### src/rtl/fsm_pkg.sv
// Shared definitions for the bit-serial datapath: serializer state encoding
// and the bit-order select helper also used by the matching deserializer.
package fsm_pkg;

  typedef enum logic {
    SER_IDLE  = 1'b0,
    SER_SHIFT = 1'b1
  } ser_state_t;

  // Picks the bit that leaves (or enters) the word next for the chosen order.
  function automatic logic ser_pick(input logic msb_first,
                                    input logic msb,
                                    input logic lsb);
    return msb_first ? msb : lsb;
  endfunction

endpackage

### src/rtl/piso_bit_serializer.sv
// Parallel-in/serial-out stage: takes WIDTH-bit words on a valid/ready
// handshake and emits one registered bit per clock, gapless across words.
module piso_bit_serializer
  import fsm_pkg::*;
#(
  parameter int   WIDTH     = 8,
  parameter bit   MSB_FIRST = 1'b1,
  parameter logic IDLE_BIT  = 1'b0
) (
  input  logic             clk,
  input  logic             rstn,
  input  logic [WIDTH-1:0] in_data,
  input  logic             in_valid,
  output logic             in_ready,
  output logic             out_bit,
  output logic             out_valid,
  output logic             out_last,
  output logic             busy
);

  localparam int CNT_W = (WIDTH > 1) ? $clog2(WIDTH) : 1;
  localparam logic [CNT_W-1:0] CNT_LAST = CNT_W'(WIDTH - 1);

  ser_state_t       state_reg, state_next;
  logic [WIDTH-1:0] shift_reg, shift_next;
  logic [CNT_W-1:0] cnt_reg, cnt_next;
  logic             out_bit_reg, out_bit_next;
  logic             handshake;
  logic             cnt_at_last;

  assign cnt_at_last = (cnt_reg == CNT_LAST);
  assign in_ready    = rstn && ((state_reg == SER_IDLE) || cnt_at_last);
  assign handshake   = in_valid && in_ready;

  assign out_bit   = out_bit_reg;
  assign out_valid = (state_reg == SER_SHIFT);
  assign busy      = out_valid;
  assign out_last  = rstn && out_valid && cnt_at_last;

  always_comb begin
    state_next   = state_reg;
    shift_next   = shift_reg;
    cnt_next     = cnt_reg;
    out_bit_next = out_bit_reg;

    case (state_reg)
      SER_IDLE: begin
        cnt_next = '0;
        if (handshake) begin
          state_next   = SER_SHIFT;
          shift_next   = in_data;
          out_bit_next = ser_pick(MSB_FIRST, in_data[WIDTH-1], in_data[0]);
        end else begin
          out_bit_next = IDLE_BIT;
        end
      end

      SER_SHIFT: begin
        if (!cnt_at_last) begin
          // Current bit always sits at the outgoing end of shift_reg.
          shift_next   = MSB_FIRST ? {shift_reg[WIDTH-2:0], 1'b0}
                                   : {1'b0, shift_reg[WIDTH-1:1]};
          cnt_next     = cnt_reg + 1'b1;
          out_bit_next = ser_pick(MSB_FIRST, shift_next[WIDTH-1], shift_next[0]);
        end else if (handshake) begin
          shift_next   = in_data;
          cnt_next     = '0;
          out_bit_next = ser_pick(MSB_FIRST, in_data[WIDTH-1], in_data[0]);
        end else begin
          state_next   = SER_IDLE;
          cnt_next     = '0;
          out_bit_next = IDLE_BIT;
        end
      end

      default: begin
        state_next   = SER_IDLE;
        cnt_next     = '0;
        out_bit_next = IDLE_BIT;
      end
    endcase
  end

  always_ff @(posedge clk) begin
    if (!rstn) begin
      state_reg   <= SER_IDLE;
      shift_reg   <= '0;
      cnt_reg     <= '0;
      out_bit_reg <= IDLE_BIT;
    end else begin
      state_reg   <= state_next;
      shift_reg   <= shift_next;
      cnt_reg     <= cnt_next;
      out_bit_reg <= out_bit_next;
    end
  end

endmodule
### config.mk
export PLATFORM = sky130hd
export DESIGN_NAME = piso_bit_serializer
export DESIGN_NICKNAME = d
export VERILOG_FILES = /design/src/rtl/fsm_pkg.sv /design/src/rtl/piso_bit_serializer.sv
export SDC_FILE = /design/constraint.sdc
export NUM_CORES = 1
export LEC_CHECK = 0
export ABC_CLOCK_PERIOD_IN_PS = 1450
export CAP_MARGIN = 20
export CORE_MARGIN = 10
export CORE_UTILIZATION = 38
export DETAILED_ROUTE_END_ITERATION = 16
export GPL_TIMING_DRIVEN = 0
export PLACE_DENSITY = 0.69
export SLEW_MARGIN = 15
export SYNTH_ARGS = -nofsm -noshare
export SYNTH_HDL_FRONTEND = slang
export SYNTH_SLANG_ARGS = --single-unit
export TNS_END_PERCENT = 10
### constraint.sdc
create_clock -name clk -period 1.45 [get_ports clk]
set_clock_uncertainty 0.15 [all_clocks]
set_input_delay 0.29 -clock clk [delete_from_list [all_inputs] [get_ports clk]]
set_output_delay 0.29 -clock clk [all_outputs]
set_load 0.01 [all_outputs]
* After elaboration in Yosys (flattened, before gate mapping)
Cells that the tools add are included.
** Storage, ports and cells
- Word-level logic and storage cells :: 23
- Flip-flop bits (word level) :: 13
- Input bits :: 11
** Cells by class
- Equality and inequality tests :: 1
- Bitwise logic cells :: 1
- $add $sub $neg :: 1
- Mux-type cells :: 11
- Reduce and logical (&&, ||, !) cells :: 5
** Operator list (count)
- two-way mux 8 bit :: 2
- one-hot mux 8 bit (2 select lines) :: 1
- one-hot mux 3 bit (2 select lines) :: 1
- logical AND 1 bit :: 4
- two-way mux 1 bit :: 4
- one-hot mux 1 bit (2 select lines) :: 2
- adder 3 x 1 -> 3 bit (second input constant) :: 1
- == test 3 bit (second input constant) :: 1
- two-way mux 3 bit :: 1
- logical OR 1 bit :: 1
- inverter 1 bit :: 1

* Depth between registers and ports, before layout
- Word-level depth :: 7
- Depth in mapped cells :: 6

* Worst setup path after synthesis
Ideal clock, no wire load.
- Path kind :: register -> output
- Start point :: reg cnt_reg[0]
- End point :: out in_ready
- Arrival time :: 1.120 ns
- Buffers on the path :: 0
- Cell stages (with the launch flop) :: 6
- Slack :: -0.110 ns
- Path through :: dfxtp_1 > ha_1 > ha_1 > nand2b_1 > nand2_1 > inv_1
** Between the ends
- Cells in the longest elaborated chain, start to end :: 3
** RTL lines
- from (decl) :: RTL line piso_bit_serializer.sv:26 : logic [CNT_W-1:0] cnt_reg, cnt_next;
- from (signal assigned) :: RTL line piso_bit_serializer.sv:93 : cnt_reg <= cnt_next;
- == test 3 bit :: RTL line piso_bit_serializer.sv:31 : assign cnt_at_last = (cnt_reg == CNT_LAST);
- logical OR 1 bit :: RTL line piso_bit_serializer.sv:32 : assign in_ready = rstn && ((state_reg == SER_IDLE) || cnt_at_last);
- logical AND 1 bit :: RTL line piso_bit_serializer.sv:32
- to (decl) :: RTL line piso_bit_serializer.sv:14 : output logic in_ready,
No other way between the ends.

* Final worst setup path
Ends and elaborated chain as after synthesis.

==> results list <==
- Destination of the worst register-to-register timing path: shift_reg[5]
- CP Max Fanout: 3
* Most used flip-flop cell after synthesis: sky130_fd_sc_hd__dfxtp_1
* Cell Area, Synth: 507 um^2
- Of the cells placed in the final design, the portion with a size suffix greater than 1 is 0.370.
- Net count reported at finish: 87
* Summed negative setup slack over all endpoints: -1.79 ns
- Net count after synthesis: 62
* Count of pins on the block boundary: 16
* Layout overhead on the synthesized area: 57.8%
- Each instance of the synthesized netlist takes up on average 10.3 um^2.
- Worst hold endpoint: busy
* Cell at the root of the clock tree: sky130_fd_sc_hd__clkbuf_4
- Type of the worst setup path: reg2out
- The number of antenna violations at the first check in global routing came to 0.
- Count of mapped cells out of synthesis: 49
- Worst setup SP type: flip-flop
- Number of max-cap violations: 0
* Number of synthesized register bits: 12
- Summed over all instances, the cell type with the most area after synthesis is sky130_fd_sc_hd__dfxtp_1.
* Slew Viols, Final: 0
- Hold_buf cts: 0
- Residual antenna-violating net count after detailed routing: 0
* Commonest cells in the netlist: sky130_fd_sc_hd__dfxtp_1 (12), sky130_fd_sc_hd__mux2i_1 (7), sky130_fd_sc_hd__nand2_1 (7)
* Clock tree from TritonCTS: yes
- In this run, CTS created clock tree buffers numbering 3.
- The final number of hold-violating endpoints came to 0.
* H-Tree Level Count: 1
* Clk sink count: 12
* Number of global-route vias before repair: 447
* Kind of capture point of the worst setup path: output pin
* Async set-or-reset flop fraction in the synthesized netlist: 0
* Most common cell in the synthesized netlist: sky130_fd_sc_hd__dfxtp_1
- Antenna diode count: 0
- The die is 56.5 um tall.
* Die Area: 3190 um^2
* Detailed-router iteration count before antenna repair: 4
- Worst vdd rail ir drop: 0.618 mV
- Startpoint of the most critical register-to-register path: cnt_reg[0]
* Starting density of the core: 0.394
* Leading post-synthesis cells by cell area: sky130_fd_sc_hd__dfxtp_1 (47%), sky130_fd_sc_hd__mux2i_1 (14%), sky130_fd_sc_hd__o21ai_1 (5.9%), sky130_fd_sc_hd__nand2_1 (5.2%), sky130_fd_sc_hd__ha_1 (4.9%)
- Number of flip-flops in the largest register: 7
- For this run, the register share of the synthesized area comes to 0.474.
- Leaving out filler cells and counting taps, the final layout contains 88.
* Buffers added on ports: 14
- For the worst-skew pair, the clock arrives at the later sink with an insertion delay of 0.27 ns.
- Total Wirelength: 1.13 mm
- Required arrival time at the worst endpoint: 1.01 ns
- Before CTS, the worst setup slack after placement is -0.606 ns.
- Cell Count Post-Placement: 78
- The first global-routing pass estimated 1.95 mm of wire.
- Critical hold path startpoint: in_valid
- Endpoint arrival time on the critical path: 1.30 ns
- Warnings, synthesis: 0
- Detailed Route Iter0 Violations: 2
- Setup repair after global routing could not meet its margin everywhere.
- Number of enable-type register cells in the synthesized netlist: 0
- Of the post-synthesis cell area, the dominant cell type holds 0.474.
- Clock period minus final worst setup slack: 1.74 ns
- For flop-to-flop paths, the worst setup slack is -0.14 ns.
- Power per Cell Area: 942 nW/um^2
* Worst setup slack after layout: -0.289 ns
* Static Leakage: 0.000359 uW
- At the pin with the least slew margin, the transition time is 0.222 ns.
* Pin count of the biggest net entering global routing: 11
- Global Route Usage Sum: 0.0755
- Dividing the detail-routed wire length by the instance count gives 12.8 um.
- Final-report setup violation count: 13
- Clock-pin slew was measured on the worst setup and hold paths at 0.07 ns.
- Dividing the detail-routed via count by the number of cells gives 4.68.
- The flow ran to the end, but the final reports show violations.
- The core region is 1280 um^2.
- In this run the horizontal extent of the chip is 56.5 um.
- In the routed design, unresolved DRC markers number 0.
- The total overflow left after global routing is 0.
- Timing would allow up to 575 MHz.
- Gp weighted congestion: 0.674
* Violated checks: negative setup slack
- Total number of placement rows: 13
* Share of the clock period used by the worst path: 1.20
* Count of different cell masters after synthesis: 18
- In this run the worst hold path is classified as in2reg.
* Hold Path Depth: 2
- Worst slew margin relative to its limit: 0.852
* Total number of vias: 412
* Depth of the most critical reg-to-reg path: 8
* Maximum clock insertion buffer count: 2
## final cells by class
class	instances	area [um^2]
Inverter	1	3.75
Clock buffer	4	36.3
Timing Repair Buffer	20	190
Buffer	3	26.3
Sequential cell	12	248
Fill cell	119	485
Multi-Input combinational cell	33	277
Tap cell	15	18.8
## where the power goes
| part | switching [uW] | internal, uW | leakage [uW] |
|---|---|---|---|
| registers | 14.7 | 349 | 0.0000995 |
| logic | 47.3 | 75.8 | 0.000238 |
| clock network | 114 | 153 | 0.0000210 |
## repair_timing
action / in CTS / in global routing
endpoints found under the setup margin: 15 / 13
resized for setup: 21 / 2
endpoints found under the hold margin: 0 / 0
pin swaps: 10 / 2
buffers inserted: 3 / 3
## layout by cell type (no fill, tap or decap)
cell type                         count
sky130_fd_sc_hd__a21boi_1             1
sky130_fd_sc_hd__a21o_1               1
sky130_fd_sc_hd__and2_4               2
sky130_fd_sc_hd__and3_2               1
sky130_fd_sc_hd__and3b_1              1
sky130_fd_sc_hd__buf_4                7
sky130_fd_sc_hd__buf_6                5
sky130_fd_sc_hd__clkbuf_4             3
sky130_fd_sc_hd__clkbuf_8             1
sky130_fd_sc_hd__clkdlybuf4s50_1      9
sky130_fd_sc_hd__dfxtp_1             10
sky130_fd_sc_hd__dfxtp_4              2
sky130_fd_sc_hd__dlygate4sd2_1        2
sky130_fd_sc_hd__ha_4                 2
sky130_fd_sc_hd__inv_2                1
sky130_fd_sc_hd__mux2i_1              7
sky130_fd_sc_hd__nand2_1              6
sky130_fd_sc_hd__nand2_4              1
sky130_fd_sc_hd__nand2b_4             1
sky130_fd_sc_hd__nand3_1              1
sky130_fd_sc_hd__nand3b_1             1
sky130_fd_sc_hd__nor2_1               1
sky130_fd_sc_hd__nor2b_4              1
sky130_fd_sc_hd__o21ai_1              6
## stage by stage
step / util / hold WS [ns] / power, uW / cell area, um^2
floorplan: - / 0.250 / 429 / 522
global placement: 0.530 / 0.288 / 482 / 681
detailed placement: 0.530 / 0.286 / 484 / 681
CTS: 0.599 / 0.182 / 756 / 769
global route: 0.622 / 0.191 / 804 / 800
finish: 0.622 / 0.187 / 753 / 800
## critical path: stages, from the launching register on
cell                       delay (ns)
sky130_fd_sc_hd__dfxtp_4         0.36
sky130_fd_sc_hd__ha_4            0.16
sky130_fd_sc_hd__ha_4            0.15
sky130_fd_sc_hd__nand2b_4        0.15
sky130_fd_sc_hd__nand2_4         0.06
sky130_fd_sc_hd__inv_2           0.04
sky130_fd_sc_hd__buf_6           0.11
## worst max path at each step
stage	from	endpoint	slack, ns	cells past startpoint
3_5_place_dp	rstn	out_last	-0.61	3
2_1_floorplan	cnt_reg[0]	in_ready	0.02	5
4_1_cts	cnt_reg[0]	in_ready	-0.30	6
3_3_place_gp	rstn	out_last	-0.61	3
6_report	cnt_reg[0]	in_ready	-0.29	6
5_1_grt	cnt_reg[0]	in_ready	-0.35	6
## kinds of logic after synthesis
kind of cell,after synthesis,synth area share
AOI/OAI and AO/OA,8,0.0889
adders and majority gates,2,0.0494
DFF,12,0.474
muxes,7,0.138
and+or+nand+nor,16,0.190
buffers and inverters,4,0.0592
## metal layers
metal / up-vias / GRT usage / wire (um)
met1: 183 / 0.0855 / 482
met4: 0 / 0.0515 / 26
met5: - / 0 / 0
li1: 213 / - / -
met3: 2 / 0.0382 / 98
met2: 14 / 0.107 / 519
Power figures use the tool's default switching activity.
